<file path="config.mk">
export PLATFORM = sky130hd
export DESIGN_NAME = min_channel_arbiter_flat
export DESIGN_NICKNAME = d
export VERILOG_FILES = /design/src/rtl/min_channel_arbiter_if.sv /design/src/rtl/min_channel_arbiter.sv /design/src/flat_wrapper.sv
export SDC_FILE = /design/constraint.sdc
export NUM_CORES = 1
export LEC_CHECK = 0
export CAP_MARGIN = 20
export CORE_ASPECT_RATIO = 0.8
export CORE_MARGIN = 2
export CORE_UTILIZATION = 54
export DETAILED_ROUTE_END_ITERATION = 8
export GPL_TIMING_DRIVEN = 0
export PLACE_DENSITY_LB_ADDON = 0.05
export SETUP_SLACK_MARGIN = 0.3
export SYNTH_ARGS = -nofsm -noshare
export SYNTH_HDL_FRONTEND = slang
export SYNTH_SLANG_ARGS = --single-unit
</file>
<file path="constraint.sdc">
create_clock -name i_clk -period 14.6 [get_ports i_clk]
set_input_delay 2.92 -clock i_clk [delete_from_list [all_inputs] [get_ports i_clk]]
set_output_delay 2.92 -clock i_clk [all_outputs]
set_load 0.005 [all_outputs]
</file>
<file path="src/rtl/min_channel_arbiter_if.sv">
// ---------------------------------------------------------------------------
// min_channel_arbiter_if
// Bundles the channel request side and the framer side of the arbiter.
//   i_en        capture enable (low ignores new requests)
//   i_req       per-channel one-cycle sample-ready strobes
//   i_data      packed channel payloads, channel k at [k*DATA_WIDTH +: DATA_WIDTH]
//   i_busy      framer transmitting flag
//   o_start     one-cycle start pulse to the framer
//   o_id        frame ID of the current grant
//   o_data      frame payload of the current grant
//   o_pending   per-channel pending flags
//   o_drop_cnt  saturating count of overwritten unsent samples
// master: the side that drives requests and the framer busy flag.
// slave : the arbiter itself.
// ---------------------------------------------------------------------------
interface min_channel_arbiter_if #(
    parameter int N_CH       = 4,
    parameter int DATA_WIDTH = 32
);
    logic                       i_en;
    logic [N_CH-1:0]            i_req;
    logic [N_CH*DATA_WIDTH-1:0] i_data;
    logic                       i_busy;
    logic                       o_start;
    logic [7:0]                 o_id;
    logic [DATA_WIDTH-1:0]      o_data;
    logic [N_CH-1:0]            o_pending;
    logic [7:0]                 o_drop_cnt;

    modport master (
        output i_en, i_req, i_data, i_busy,
        input  o_start, o_id, o_data, o_pending, o_drop_cnt
    );

    modport slave (
        input  i_en, i_req, i_data, i_busy,
        output o_start, o_id, o_data, o_pending, o_drop_cnt
    );
endinterface

</file>
<file path="src/rtl/min_channel_arbiter.sv">
// ---------------------------------------------------------------------------
// min_channel_arbiter
// Collects decimated samples from N_CH channels into per-channel capture
// registers and hands them one at a time to a MIN framer, round-robin.
// Ports:
//   i_clk  single clock, rising edge
//   i_rst  asynchronous active-high reset
//   bus    min_channel_arbiter_if.slave (requests, payloads, framer handshake,
//          pending flags and drop counter)
// ---------------------------------------------------------------------------
module min_channel_arbiter #(
    parameter int         N_CH       = 4,
    parameter int         DATA_WIDTH = 32,
    parameter logic [7:0] ID_BASE    = 8'h08,
    parameter int         TIMEOUT    = 15
) (
    input logic                  i_clk,
    input logic                  i_rst,
    min_channel_arbiter_if.slave bus
);

    localparam int CW = $clog2(N_CH);
    localparam int TW = $clog2(TIMEOUT + 1);

    typedef enum logic [1:0] {
        S_IDLE,
        S_START,
        S_WAIT_BUSY,
        S_WAIT_DONE
    } state_t;

    state_t                state_q, state_d;
    logic [CW-1:0]         last_q, last_d;
    logic [N_CH-1:0]       pend_q, pend_d;
    logic [7:0]            drop_q, drop_d;
    logic [7:0]            id_q, id_d;
    logic [DATA_WIDTH-1:0] data_q, data_d;
    logic [TW-1:0]         tmo_q, tmo_d;
    logic [DATA_WIDTH-1:0] cap_q [N_CH];

    logic [N_CH-1:0]       cap_en;
    logic [N_CH-1:0]       grant_clr;
    logic [N_CH-1:0]       drop_ev;
    logic                  grant_valid;
    logic [CW-1:0]         grant_idx;
    logic [8:0]            drop_sum;

    assign cap_en = bus.i_req & {N_CH{bus.i_en}};

    // Per-channel capture registers; a capture always overwrites, even when
    // the old sample is still pending.
    generate
        for (genvar gi = 0; gi < N_CH; gi++) begin : g_cap
            always_ff @(posedge i_clk or posedge i_rst) begin
                if (i_rst) begin
                    cap_q[gi] <= '0;
                end else if (cap_en[gi]) begin
                    cap_q[gi] <= bus.i_data[gi*DATA_WIDTH +: DATA_WIDTH];
                end
            end
        end
    endgenerate

    // Round-robin search: first pending channel starting after last grant.
    always_comb begin
        int            tmp;
        logic [CW-1:0] cand;
        grant_valid = 1'b0;
        grant_idx   = '0;
        tmp         = 0;
        cand        = '0;
        for (int i = 1; i <= N_CH; i++) begin
            tmp = int'(last_q) + i;
            if (tmp >= N_CH) begin
                tmp = tmp - N_CH;
            end
            cand = CW'(tmp);
            if (!grant_valid && pend_q[cand]) begin
                grant_valid = 1'b1;
                grant_idx   = cand;
            end
        end
    end

    // FSM next state plus grant-time latching of the frame fields.
    always_comb begin
        state_d   = state_q;
        last_d    = last_q;
        id_d      = id_q;
        data_d    = data_q;
        tmo_d     = tmo_q;
        grant_clr = '0;
        case (state_q)
            S_IDLE: begin
                if (grant_valid) begin
                    grant_clr[grant_idx] = 1'b1;
                    last_d               = grant_idx;
                    id_d                 = ID_BASE + 8'(grant_idx);
                    data_d               = cap_q[grant_idx];
                    state_d              = S_START;
                end
            end
            S_START: begin
                tmo_d   = '0;
                state_d = S_WAIT_BUSY;
            end
            S_WAIT_BUSY: begin
                // Framer never answered: give up on this frame, no retry.
                if (bus.i_busy) begin
                    state_d = S_WAIT_DONE;
                end else if (tmo_q == TW'(TIMEOUT - 1)) begin
                    state_d = S_IDLE;
                end else begin
                    tmo_d = tmo_q + 1'b1;
                end
            end
            S_WAIT_DONE: begin
                if (!bus.i_busy) begin
                    state_d = S_IDLE;
                end
            end
            default: state_d = S_IDLE;
        endcase
    end

    // Pending flags and drop counting. A capture into the channel being
    // granted this cycle is not a drop: the old value leaves with the grant.
    always_comb begin
        drop_ev  = cap_en & pend_q & ~grant_clr;
        pend_d   = (pend_q & ~grant_clr) | cap_en;
        drop_sum = {1'b0, drop_q};
        for (int i = 0; i < N_CH; i++) begin
            drop_sum = drop_sum + 9'(drop_ev[i]);
        end
        drop_d = (drop_sum > 9'd255) ? 8'hFF : drop_sum[7:0];
    end

    always_ff @(posedge i_clk or posedge i_rst) begin
        if (i_rst) begin
            state_q <= S_IDLE;
            last_q  <= CW'(N_CH - 1);
            pend_q  <= '0;
            drop_q  <= '0;
            id_q    <= '0;
            data_q  <= '0;
            tmo_q   <= '0;
        end else begin
            state_q <= state_d;
            last_q  <= last_d;
            pend_q  <= pend_d;
            drop_q  <= drop_d;
            id_q    <= id_d;
            data_q  <= data_d;
            tmo_q   <= tmo_d;
        end
    end

    assign bus.o_start    = (state_q == S_START);
    assign bus.o_id       = id_q;
    assign bus.o_data     = data_q;
    assign bus.o_pending  = pend_q;
    assign bus.o_drop_cnt = drop_q;

endmodule

</file>
<file path="src/flat_wrapper.sv">
// flat-port wrapper written by rule: the top's interface ports become plain ports
module min_channel_arbiter_flat 
#(
    parameter int         N_CH       = 4,
    parameter int         DATA_WIDTH = 32,
    parameter logic [7:0] ID_BASE    = 8'h08,
    parameter int         TIMEOUT    = 15
)
  (i_clk, i_rst, bus_i_en, bus_i_req, bus_i_data, bus_i_busy, bus_o_start, bus_o_id, bus_o_data, bus_o_pending, bus_o_drop_cnt);
  min_channel_arbiter_if #(.N_CH(N_CH), .DATA_WIDTH(DATA_WIDTH)) bus_i ();
  input logic i_clk;
  input logic i_rst;
  input wire logic [$bits(bus_i.i_en)-1:0] bus_i_en;
  input wire logic [$bits(bus_i.i_req)-1:0] bus_i_req;
  input wire logic [$bits(bus_i.i_data)-1:0] bus_i_data;
  input wire logic [$bits(bus_i.i_busy)-1:0] bus_i_busy;
  output wire logic [$bits(bus_i.o_start)-1:0] bus_o_start;
  output wire logic [$bits(bus_i.o_id)-1:0] bus_o_id;
  output wire logic [$bits(bus_i.o_data)-1:0] bus_o_data;
  output wire logic [$bits(bus_i.o_pending)-1:0] bus_o_pending;
  output wire logic [$bits(bus_i.o_drop_cnt)-1:0] bus_o_drop_cnt;
  assign bus_i.i_en = bus_i_en;
  assign bus_i.i_req = bus_i_req;
  assign bus_i.i_data = bus_i_data;
  assign bus_i.i_busy = bus_i_busy;
  assign bus_o_start = bus_i.o_start;
  assign bus_o_id = bus_i.o_id;
  assign bus_o_data = bus_i.o_data;
  assign bus_o_pending = bus_i.o_pending;
  assign bus_o_drop_cnt = bus_i.o_drop_cnt;
  min_channel_arbiter #(.N_CH(N_CH), .DATA_WIDTH(DATA_WIDTH), .ID_BASE(ID_BASE), .TIMEOUT(TIMEOUT)) u_core (.i_clk(i_clk), .i_rst(i_rst), .bus(bus_i));
endmodule
</file>
==> results of run 1 <==
synth_stat cells, types with 2 or more instances:
library cell               number
sky130_fd_sc_hd__dfrtp_1      181
sky130_fd_sc_hd__mux2_2       128
sky130_fd_sc_hd__mux2i_1       65
sky130_fd_sc_hd__nand2_1       53
sky130_fd_sc_hd__o221ai_2      20
sky130_fd_sc_hd__clkbuf_1      13
sky130_fd_sc_hd__o221ai_1      12
sky130_fd_sc_hd__buf_4          9
sky130_fd_sc_hd__nand2b_1       8
sky130_fd_sc_hd__nand3_1        8
sky130_fd_sc_hd__buf_2          7
sky130_fd_sc_hd__inv_1          7
sky130_fd_sc_hd__nor2_1         4
sky130_fd_sc_hd__xor2_1         4
sky130_fd_sc_hd__a21oi_1        3
sky130_fd_sc_hd__buf_12         3
sky130_fd_sc_hd__fa_1           3
sky130_fd_sc_hd__ha_1           3
sky130_fd_sc_hd__o21a_1         3
sky130_fd_sc_hd__o21ai_0        3
sky130_fd_sc_hd__o21ai_1        3
sky130_fd_sc_hd__or2_1          3
sky130_fd_sc_hd__a21o_1         2
sky130_fd_sc_hd__clkbuf_4       2
sky130_fd_sc_hd__dfstp_2        2
sky130_fd_sc_hd__nor3_1         2
sky130_fd_sc_hd__o31ai_1        2
per-layer routing:
layer	GRT usage (%)	routed length (um)	vias to the layer above
li1	-	-	2460
met1	35.1	8780	2741
met2	42.2	9650	199
met3	7.74	1380	26
met4	7.40	294	2
met5	0	13	-
per-stage QoR:
stage          hold slack, ns  worst slack, ns  cell area (um^2)  util (%)  instances
2_1_floorplan           0.459             6.71              8070         -        574
3_3_place_gp            0.463             4.65             10100      70.2        941
3_5_place_dp            0.455             7.98             10200      70.4        942
4_1_cts                 0.474             8.39             10800      74.6        972
5_1_grt                 0.502             8.26             10800      74.6        972
6_report                0.475             8.38             10800      74.6        972
worst register-to-register path, cell delays in order (launching register included):
cell and delay, ns:
sky130_fd_sc_hd__dfrtp_1 0.44, sky130_fd_sc_hd__nor2_1 0.39, sky130_fd_sc_hd__a211o_1 0.22, sky130_fd_sc_hd__buf_2 0.24, sky130_fd_sc_hd__o31ai_1 0.13, sky130_fd_sc_hd__or2_1 0.24
sky130_fd_sc_hd__fa_1 0.52, sky130_fd_sc_hd__inv_1 0.06, sky130_fd_sc_hd__fa_1 0.44, sky130_fd_sc_hd__fa_1 0.49, sky130_fd_sc_hd__and2_1 0.20, sky130_fd_sc_hd__nand3_1 0.21
sky130_fd_sc_hd__nand2b_1 0.10
logic make-up after synthesis:
family	synth area share, %
AOI/OAI and AO/OA	7.39
adders and majority gates	1.21
DFF	56.9
muxes	26.0
other	0.0465
and+or+nand+nor	4.69
xor gates and xnor gates	0.544
buffers and inverters	3.28
registers in the layout (all words and copies together) (netlist names):
signal	cells
u_core.bus.o_data	32
u_core.bus.o_drop_cnt	8
u_core.bus.o_id	3
u_core.bus.o_pending	4
u_core.cap_q	128
u_core.last_q	2
u_core.state_q	2
u_core.tmo_q	4
cell type report:
class	count	area, um^2
Sequential cell	183	4580
Clock buffer	21	450
Buffer	35	238
Fill cell	962	3670
Multi-Input combinational cell	349	3230
Clock inverter	9	151
Timing Repair Buffer	184	1860
Inverter	7	33.8
Tap cell	184	230
where the power goes:
part | internal [mW] | switching, mW | leakage [nW]
logic | 0.424 | 0.387 | 2.22
registers | 0.633 | 0.0886 | 2.16
clock network | 0.289 | 0.187 | 0.293
total | 1.35 | 0.663 | 4.68
worst max path at each step:
| stage | start | end | slack (ns) | cells past startpoint |
|---|---|---|---|---|
| after floorplan | i_rst | u_core.bus.o_data[0] | 6.71 | 1 |
| after global placement | i_rst | u_core.cap_q[118] | 4.65 | 2 |
| after detailed placement | bus_i_en | u_core.bus.o_drop_cnt[1] | 7.98 | 11 |
| after CTS | bus_i_en | u_core.bus.o_drop_cnt[0] | 8.39 | 11 |
| after global routing | bus_i_en | u_core.bus.o_drop_cnt[5] | 8.26 | 11 |
| final | bus_i_en | u_core.bus.o_drop_cnt[0] | 8.38 | 11 |
==> summary.log, run 1 <==
qor: sta.max_clock_freq 161 MHz
qor: finish.syn_to_final_growth 33.7%
qor: grt.grtUsageTotal 26.2%
qor: yosys.syn_area_per_cell 14.1 um^2
qor: yosys.ys_async_sr_fraction 100%
qor: yosys.ys_warn_count 0
qor: sta.fin_setup_tns 0 ns
qor: yosys.ys_dominant_reg_cell sky130_fd_sc_hd__dfrtp_1
qor: sta.report.final.slew_viol_count 0
qor: min_path.timing.hold.worst_endpoint u_core.bus.o_id[3]
qor: route.post-route-drc-count 0
qor: critical_path.crit_type in -> reg
qor: die.fp-row-count 39
qor: sta.tightest_slew 0.790 ns
qor: critical_path.crit_path_max_fanout 10
qor: critical_path.endpoint_kind flop
qor: run_status.run_status finished, final reports clean
qor: clock_network.post-cts-setup-buffer-count 0
qor: sta.max_slew_margin 47.3%
qor: pwr.vdd_ir_drop_max 0.000105 V
qor: grt.initial_antenna_violation_count 1
qor: yosys.synth.distinct_cells 44
qor: clock_network.tritoncts done
qor: placement.place_hpwl 13.8 mm
qor: sta.final_min_period_over_clock_period 42.6%
qor: clock_network.clk_path_buf_depth 2
qor: die.io-pin-count 189
qor: critical_path.crit_path_max_incr_delay 0.53 ns
qor: yosys.synthTopCellsByArea sky130_fd_sc_hd__dfrtp_1 (56%), sky130_fd_sc_hd__mux2_2 (18%), sky130_fd_sc_hd__mux2i_1 (8.1%)
qor: yosys.synth_top_cell_by_area sky130_fd_sc_hd__dfrtp_1
qor: yosys.ys_ff_latch 183
qor: sta.rsz0062_at_grt false
qor: clock_network.clock_sinks 183
qor: job.max_cap_viol_count 0
qor: critical_path.crit_path_frequent_cell sky130_fd_sc_hd__fa_1
qor: finish.num-nets-final 919
qor: finish.final_common_cell sky130_fd_sc_hd__clkdlybuf4s50_1
qor: yosys.edff_count_synth 0
qor: critical_path.timing.critical_path.arrival 6.52 ns
qor: grt.maximum_number_of_pins_on_one_net_before_global_route_repair 111
qor: clock_network.cts_root_buf sky130_fd_sc_hd__clkbuf_16
qor: placement.gp_congestion 0.811
qor: sta.finalSetupViolCount 0
qor: die.fp.dieArea 15900 um^2
qor: critical_path.crit_path_cell_trace clkdlybuf4s50_1, nand2_1, clkbuf_1, or2_1, fa_1, inv_1, fa_1, fa_1, and2_1, nand3_1, nand2b_1
qor: clock_network.cts_htree_levels 4
qor: critical_path.path_delay_family adder cells
qor: route.detail_route.wirelength 20.1 mm
qor: pwr.p_per_area 187 nW/um^2
qor: route.routedWlPerCell 20.7 um
qor: route.initialDrtViolationCount 267
qor: yosys.synth.cell_area 8060 um^2
qor: die.die_w 141 um
qor: critical_path.slowest_stage sky130_fd_sc_hd__clkdlybuf4s50_1
qor: clock_network.clk-insertion-delay-late 0.42 ns
qor: grt.grt_pass1_vias 5824
qor: clock_network.hold_fix_buffers_cts 0
qor: route.vias 5428
qor: sta.fin_worst_skew 0.00685 ns
qor: finish.antenna_cells 0
qor: finish.drive_above_1_share 26.1%
qor: min_path.hold_class reg -> reg
qor: sta.hold_viol_final 0
qor: die.core_area 14400 um^2
qor: critical_path.critical_path.startpoint_type input port
qor: yosys.sequential_to_total_area_share_from_yosys_stat 56.9%
qor: finish.most_frequent_cells_in_the_layout sky130_fd_sc_hd__clkdlybuf4s50_1 (183), sky130_fd_sc_hd__dfrtp_1 (181), sky130_fd_sc_hd__mux2_2 (128)
qor: grt.first_pass_grt_wire_length 31.4 mm
qor: critical_path.r2r_slack 10.80 ns
qor: critical_path.ff2ff_path_depth 12
qor: clock_network.ctsResizeCount 0
qor: clock_network.cts.clk_slew.worst_paths 0.06 ns
qor: min_path.hold-path-cell-count 1
qor: placement.placement.io_buffers 183
qor: grt.global_route.overflow_total 0
qor: yosys.synthesis.instances 570
qor: sta.finalCriticalPeriod 6.22 ns
qor: route.postRouteAntennaNets 0
qor: critical_path.worst-path-buf-inv 3
qor: route.vias_per_cell 5.58
qor: pwr.static-leakage-power 4.68 nW
qor: critical_path.timing.rr.start u_core.bus.o_pending[3]
qor: critical_path.worstPathRequired 14.90 ns
qor: pwr.overall_power_consumption 2.01 mW
qor: die.fp.dieH 113 um
qor: clock_network.cts_made_buffers 17
qor: critical_path.timing.rr.end u_core.bus.o_drop_cnt[0]
qor: die.initial_core_utilization 55.8%
qor: min_path.hold_path.startpoint u_core.bus.o_id[3]
qor: yosys.yosysTopAreaCellShare 56.2%
qor: route.drt_pre_antenna_iters 4
Note: power is estimated with default switching activity, not from simulation.
==> run 2: changes to the inputs <==
- CORE_UTILIZATION: 54 -> 50
- clock period: 14.6 -> 6.25 ns (I/O delays scaled with it)
==> run 2 against run 1 <==
Global-route usage is 2.1 points lower. Power is 130% higher. Largest power group unchanged. Core utilization is 5.8 points lower. Critical endpoint unchanged. Largest cell class unchanged. Sequential power is 130% higher. Via count is 2.0% lower.
==> summary.log, run 2 (same netlist as run 1, synthesis figures left out) <==
qor: run_status.run_status finished, final reports clean
qor: pwr.p_per_area 427 nW/um^2 [+130%]
qor: critical_path.crit_path_max_fanout 10 [unchanged]
qor: route.detail_route.wirelength 19.9 mm [-0.84%]
qor: die.initial_core_utilization 51.2% [-4.6 points]
qor: critical_path.crit_type in -> reg
qor: clock_network.post-cts-setup-buffer-count 0 [unchanged]
qor: clock_network.ctsResizeCount 0 [unchanged]
qor: finish.layout.cell_area.non_filler 10800 um^2 [+0.50%]
qor: critical_path.critical_path_startpoint bus_i_en
qor: sta.finalSetupViolCount 0 [unchanged]
qor: grt.grt_pass1_vias 5767 [-0.98%]
qor: min_path.hold_path.startpoint u_core.bus.o_id[3]
qor: sta.tightest_slew 0.834 ns [+0.0434 ns]
qor: critical_path.endpoint_kind flop
qor: critical_path.crit_path_cell_trace clkdlybuf4s50_1, nand2_1, clkbuf_1, or2_1, fa_1, inv_1, fa_1, fa_1, and2_1, nand3_1, nand2b_1
qor: sta.report.final.slew_viol_count 0 [unchanged]
qor: route.vias 5320 [-2.0%]
qor: pwr.overall_power_consumption 4.62 mW [+130%]
qor: clock_network.tritoncts done
qor: critical_path.path_delay_family adder cells
qor: route.postRouteAntennaNets 0 [unchanged]
qor: finish.final_common_cell sky130_fd_sc_hd__clkdlybuf4s50_1
qor: grt.first_pass_grt_wire_length 31.3 mm [-0.29%]
qor: min_path.hold_class reg -> reg
qor: critical_path.crit_path_max_incr_delay 0.57 ns [+0.04 ns]
qor: placement.placement.io_buffers 183 [unchanged]
qor: finish.antenna_cells 0 [unchanged]
qor: die.io-pin-count 189 [unchanged]
qor: grt.grt_busiest_layer met2
qor: clock_network.clk_path_buf_depth 2 [unchanged]
qor: finish.max_ffs_per_register 128 [unchanged]
qor: sta.rsz0062_at_grt false
qor: die.fp.dieArea 17200 um^2 [+7.7%]
qor: placement.placement_stage_cell_area 10300 um^2 [+0.86%]
qor: route.initialDrtViolationCount 248 [-7.1%]
qor: grt.initial_antenna_violation_count 0 [-1]
qor: critical_path.worstPathRequired 6.56 ns [-8.34 ns]
qor: grt.maximum_number_of_pins_on_one_net_before_global_route_repair 45 [-59%]
qor: critical_path.crit_path_frequent_cell sky130_fd_sc_hd__fa_1
qor: route.vias_per_cell 5.28 [-5.4%]
qor: finish.num-nets-final 922 [+0.33%]
qor: route.post-route-drc-count 0 [unchanged]
qor: die.die_w 146 um [+3.8%]
qor: grt.global_route.overflow_total 0 [unchanged]
qor: route.drt_pre_antenna_iters 4 [unchanged]
qor: sta.hold_ws 0.473 ns [-0.00149 ns]
qor: critical_path.timing.rr.start u_core.bus.o_pending[3]
qor: die.core_area 15700 um^2 [+9.0%]
qor: clock_network.hold_fix_buffers_cts 0 [unchanged]
qor: critical_path.r2r_slack 2.45 ns [-8.35 ns]
qor: clock_network.clk-insertion-delay-late 0.44 ns [+0.02 ns]
qor: critical_path.critical_path.startpoint_type input port
qor: finish.regMostFlops u_core.cap_q
qor: sta.fin_setup_tns 0 ns [unchanged]
qor: sta.final_min_period_over_clock_period 73.5%
qor: clock_network.cts_root_buf sky130_fd_sc_hd__clkbuf_16
qor: grt.grtUsageMet1 31.9% [-3.2 points]
qor: placement.gp_congestion 0.818 [+0.88%]
qor: sta.max_clock_freq 218 MHz
qor: critical_path.slowest_stage sky130_fd_sc_hd__clkdlybuf4s50_1
qor: pwr.static-leakage-power 4.69 nW [+0.29%]
qor: sta.finalCriticalPeriod 4.59 ns
qor: finish.most_frequent_cells_in_the_layout sky130_fd_sc_hd__clkdlybuf4s50_1 (183), sky130_fd_sc_hd__dfrtp_1 (181), sky130_fd_sc_hd__mux2_2 (128)
qor: critical_path.timing.critical_path.arrival 4.90 ns [-1.62 ns]
qor: clock_network.cts.clk_slew.worst_paths 0.07 ns [about the same]
qor: die.fp.dieH 118 um [+3.8%]
qor: clock_network.cts_made_buffers 17 [unchanged]
qor: grt.met3_usage 6.55% [-1.2 points]
qor: clock_network.clock_sinks 183 [unchanged]
qor: grt.grtUsageTotal 24.0% [-2.1 points]
qor: sta.max_slew_margin 44.3% [-3.0 points]
qor: finish.syn_to_final_growth 34.4%
qor: finish.drive_above_1_share 26.8% [+0.63 points]
qor: grt.use_met2 38.0% [-4.2 points]
qor: sta.fin_worst_skew 0.0130 ns [+0.00615 ns]
qor: sta.hold_viol_final 0 [unchanged]
qor: pwr.vdd_ir_drop_max 0.000313 V [+200%]
qor: placement.place_hpwl 14.2 mm [+2.7%]
qor: route.routedWlPerCell 19.8 um [-4.3%]
qor: clock_network.cts_htree_levels 4 [unchanged]
qor: job.max_cap_viol_count 0 [unchanged]
qor: critical_path.worst-path-buf-inv 3 [unchanged]
qor: die.fp-row-count 41 [+5.1%]
==> run 2: worst register-to-register path, cell delays in order, from the launching register on <==
cell and delay (ns):
sky130_fd_sc_hd__dfrtp_1 0.45, sky130_fd_sc_hd__nor2_1 0.40, sky130_fd_sc_hd__a211o_1 0.22, sky130_fd_sc_hd__buf_2 0.26, sky130_fd_sc_hd__o31ai_1 0.14, sky130_fd_sc_hd__or2_1 0.25, sky130_fd_sc_hd__fa_1 0.50, sky130_fd_sc_hd__inv_1 0.05
sky130_fd_sc_hd__fa_1 0.44, sky130_fd_sc_hd__fa_1 0.49, sky130_fd_sc_hd__and2_1 0.20, sky130_fd_sc_hd__nand3_1 0.19, sky130_fd_sc_hd__nand2b_1 0.10
==> run 2: through the flow <==
stage               std cells  setup WS (ns)  util (%)
detailed placement        976           1.18      65.1
CTS                      1007           1.65      68.7
floorplan                 574           2.42         -
global route             1007           1.50      68.7
global placement          972           1.30      64.6
finish                   1007           1.66      68.7
==> run 2: where the power goes <==
part | internal (mW) | total (mW) | switching, mW | leakage (nW)
clock | 0.597 | 1.05 | 0.455 | 0.287
sequential | 1.48 | 1.69 | 0.206 | 2.16
combinational | 0.992 | 1.88 | 0.892 | 2.24
total | 3.07 | 4.62 | 1.55 | 4.69
==> run 2: path summary, 6_finish.rpt <==
kind | endpoint | cells past startpoint
setup / recovery | u_core.bus.o_drop_cnt[0] | 11
hold / removal | u_core.bus.o_id[3] | 1
setup reg to reg | u_core.bus.o_drop_cnt[0] | 12
hold reg to reg | u_core.bus.o_id[3] | 1
max in group asynchronous | u_core.cap_q[19] | 4
min in group asynchronous | u_core.cap_q[99] | 2
==> run 2: area by class of cell <==
cell class | instances | area [um^2]
Sequential cell | 183 | 4580
Clock inverter | 12 | 125
Clock buffer | 19 | 443
Multi-Input combinational cell | 349 | 3230
Buffer | 35 | 238
Tap cell | 215 | 269
Fill cell | 1117 | 4920
Timing Repair Buffer | 187 | 1910
Inverter | 7 | 30.0
==> run 2: routing by layer <==
layer  wire, um  up-vias  share of wire, %
met5          0        -                 0
met4        454        0               2.3
met3       1100       29               5.5
met2       9390      149                47
met1       9000     2682                45
li1           -     2460                 -
==> run 3: changes to the inputs <==
- CORE_UTILIZATION: 50 -> 45
- clock period: 6.25 -> 4.1 ns (I/O delays scaled with it)
==> run 3 against run 2 <==
Die area is 11% higher. Critical path depth is 1 higher. Clock power is 60% higher. Core utilization is 6.1 points lower. Largest cell class unchanged. First-iteration DRC count is 1.6% higher. Routed wire length is 1.9% higher. Worst hold slack better by 0.0062 ns. Sequential share of layout area is 0.39 points lower. Sequential cell count stayed put. Critical endpoint is now u_core.bus.o_drop_cnt[5]. Non-clock buffer count is 1 higher.
==> summary.log, run 3 (same netlist as run 1, synthesis figures left out) <==
qor: critical_path.timing.critical_path.arrival 3.83 ns [-1.07 ns]
qor: sta.rsz0062_at_grt false
qor: pwr.p_per_area 651 nW/um^2 [+53%]
qor: clock_network.clk_path_buf_depth 2 [unchanged]
qor: min_path.hold_class reg -> reg
qor: grt.grtUsageTotal 22.2% [-1.9 points]
qor: pwr.internal_power 4.71 mW [+53%]
qor: pwr.switching_share 33.8% [+0.25 points]
qor: sta.hold_viol_final 0 [unchanged]
qor: clock_network.hold_fix_buffers_cts 0 [unchanged]
qor: finish.nFillCells 1348 [+21%]
qor: route.postRouteAntennaNets 0 [unchanged]
qor: finish.max_ffs_per_register 128 [unchanged]
qor: finish.final_common_cell sky130_fd_sc_hd__clkdlybuf4s50_1
qor: die.core_area 17400 um^2 [+11%]
qor: route.vias_per_cell 5.26 [-0.43%]
qor: grt.initial_antenna_violation_count 1 [+1]
qor: die.fp-row-count 43 [+4.9%]
qor: critical_path.crit_path_max_fanout 7 [-3]
qor: sta.final_min_period_over_clock_period 85.9%
qor: grt.first_pass_grt_wire_length 31.7 mm [+1.3%]
qor: die.die_w 154 um [+5.3%]
qor: placement.placement.io_buffers 183 [unchanged]
qor: finish.num-nets-final 923 [+0.11%]
qor: sta.finalSetupViolCount 0 [unchanged]
qor: sta.finalCriticalPeriod 3.52 ns
qor: critical_path.crit_type reg -> reg
qor: die.fp.dieH 124 um [+5.2%]
qor: grt.maximum_number_of_pins_on_one_net_before_global_route_repair 43 [-4.4%]
qor: critical_path.critical_path.startpoint_type flop
qor: clock_network.clock_sinks 183 [unchanged]
qor: pwr.seq_power_share 36.1% [-0.4 points]
qor: pwr.combPwrFrac 40.3% [-0.5 points]
qor: route.routedWlPerCell 19.9 um [+0.69%]
qor: route.vias 5360 [+0.75%]
qor: pwr.power.clock.fraction 23.7% [+0.9 points]
qor: finish.antenna_cells 0 [unchanged]
qor: route.drt_pre_antenna_iters 4 [unchanged]
qor: run_status.run_status finished, final reports clean
qor: finish.syn_to_final_growth 35.6%
qor: pwr.switching_power 2.41 mW [+55%]
qor: clock_network.cts.clk_slew.worst_paths 0.07 ns [about the same]
qor: route.post-route-drc-count 0 [unchanged]
qor: sta.tightest_slew 0.781 ns [-0.0531 ns]
qor: pwr.vdd_ir_drop_max 0.000313 V [about the same]
qor: route.detail_route.wirelength 20.3 mm [+1.9%]
qor: clock_network.cts_htree_levels 4 [unchanged]
qor: route.initialDrtViolationCount 252 [+1.6%]
qor: clock_network.cts_made_buffers 17 [unchanged]
qor: sta.max_slew_margin 48.0% [+3.7 points]
qor: die.io-pin-count 189 [unchanged]
qor: sta.report.final.slew_viol_count 0 [unchanged]
qor: critical_path.worstPathRequired 4.41 ns [-2.15 ns]
qor: pwr.static-leakage-power 4.71 nW [+0.52%]
qor: grt.global_route.overflow_total 0 [unchanged]
qor: sta.hold_ws 0.479 ns [+0.00619 ns]
qor: critical_path.endpoint_kind flop
qor: die.fp.dieArea 19000 um^2 [+11%]
qor: clock_network.cts_root_buf sky130_fd_sc_hd__clkbuf_16
qor: clock_network.post-cts-setup-buffer-count 0 [unchanged]
qor: job.max_cap_viol_count 0 [unchanged]
qor: grt.grt_pass1_vias 5737 [-0.52%]
qor: finish.regMostFlops u_core.cap_q
qor: finish.drive_above_1_share 28.1% [+1.3 points]
qor: min_path.hold-path-cell-count 1 [unchanged]
qor: sta.max_clock_freq 284 MHz
qor: finish.most_frequent_cells_in_the_layout sky130_fd_sc_hd__clkdlybuf4s50_1 (182), sky130_fd_sc_hd__dfrtp_1 (181), sky130_fd_sc_hd__mux2_2 (128)
qor: die.initial_core_utilization 46.2% [-4.9 points]
qor: placement.place_hpwl 14.6 mm [+3.3%]
qor: pwr.overall_power_consumption 7.11 mW [+54%]
qor: sta.fin_worst_skew 0.00871 ns [-0.00429 ns]
qor: placement.gp_congestion 0.762 [-6.8%]
qor: clock_network.tritoncts done
qor: clock_network.clk-insertion-delay-late 0.43 ns [about the same]
qor: critical_path.ff2ff_path_depth 12 [unchanged]
==> run 3: what timing repair did <==
action	4_1_cts	5_1_grt
pin swaps	0	0
gates resized for setup	11	3
setup endpoints to repair	8	7
==> run 3: worst paths after layout <==
path / start / to / slack [ns]
worst max-delay path: u_core.last_q[1] / u_core.bus.o_drop_cnt[5] / 0.58
worst min-delay path: u_core.bus.o_id[3] / u_core.bus.o_id[3] / 0.48
worst max register to register: u_core.last_q[1] / u_core.bus.o_drop_cnt[5] / 0.58
worst min register to register: u_core.bus.o_id[3] / u_core.bus.o_id[3] / 0.48
max in group asynchronous: i_rst / u_core.last_q[0] / 2.46
min in group asynchronous: i_rst / u_core.cap_q[32] / 0.81
==> run 3: through the flow <==
step	setup slack, ns	std cells	cell area, um^2	TNS, ns	util [%]
2_1_floorplan	0.703	574	8080	0	-
3_3_place_gp	-0.464	982	10200	-84.74	58.4
3_5_place_dp	-0.506	987	10300	-3.56	59.0
4_1_cts	0.320	1019	10900	0	62.6
5_1_grt	0.336	1019	10900	0	62.7
6_report	0.580	1019	10900	0	62.7
==> run 3: per-layer routing <==
metal	vias up	wire length [um]	global-route usage [%]	part of all wire [%]
met5	-	0	0	0
met1	2724	9060	29.7	45
met2	149	9720	35.7	48
met3	17	1310	7.06	6.4
li1	2470	-	-	-
met4	0	231	5.33	1.1
==> run 3: layout make-up <==
type | instances | area, um^2 | area share, %
buffer | 35 | 249 | 2.28
clock buffer | 19 | 443 | 4.05
clock inverter | 13 | 160 | 1.47
inverter | 7 | 30.0 | 0.275
multi-input combinational | 349 | 3250 | 29.7
sequential | 183 | 4580 | 41.9
tap | 225 | 282 | 2.58
timing repair buffer | 188 | 1930 | 17.7
==> run 3: power groups by stage <==
stage	combinational [mW]	sequential, mW	clock (mW)
after CTS	2.91	2.56	1.71
after global routing	3.10	2.63	1.79
after detailed placement	2.89	2.59	0
final	2.86	2.57	1.68
after floorplan	1.84	2.53	0
after global placement	2.82	2.57	0
==> run 3: worst max-delay path: stages (launching register included) <==
cell	delay, ns
sky130_fd_sc_hd__dfstp_2	0.61
sky130_fd_sc_hd__mux2i_1	0.22
sky130_fd_sc_hd__o22a_1	0.22
sky130_fd_sc_hd__o21a_1	0.20
sky130_fd_sc_hd__o31ai_1	0.11
sky130_fd_sc_hd__or2_1	0.24
sky130_fd_sc_hd__fa_1	0.50
sky130_fd_sc_hd__inv_1	0.05
sky130_fd_sc_hd__fa_1	0.44
sky130_fd_sc_hd__fa_2	0.42
sky130_fd_sc_hd__and2_1	0.19
sky130_fd_sc_hd__nand3_2	0.13
sky130_fd_sc_hd__nand2_1	0.08
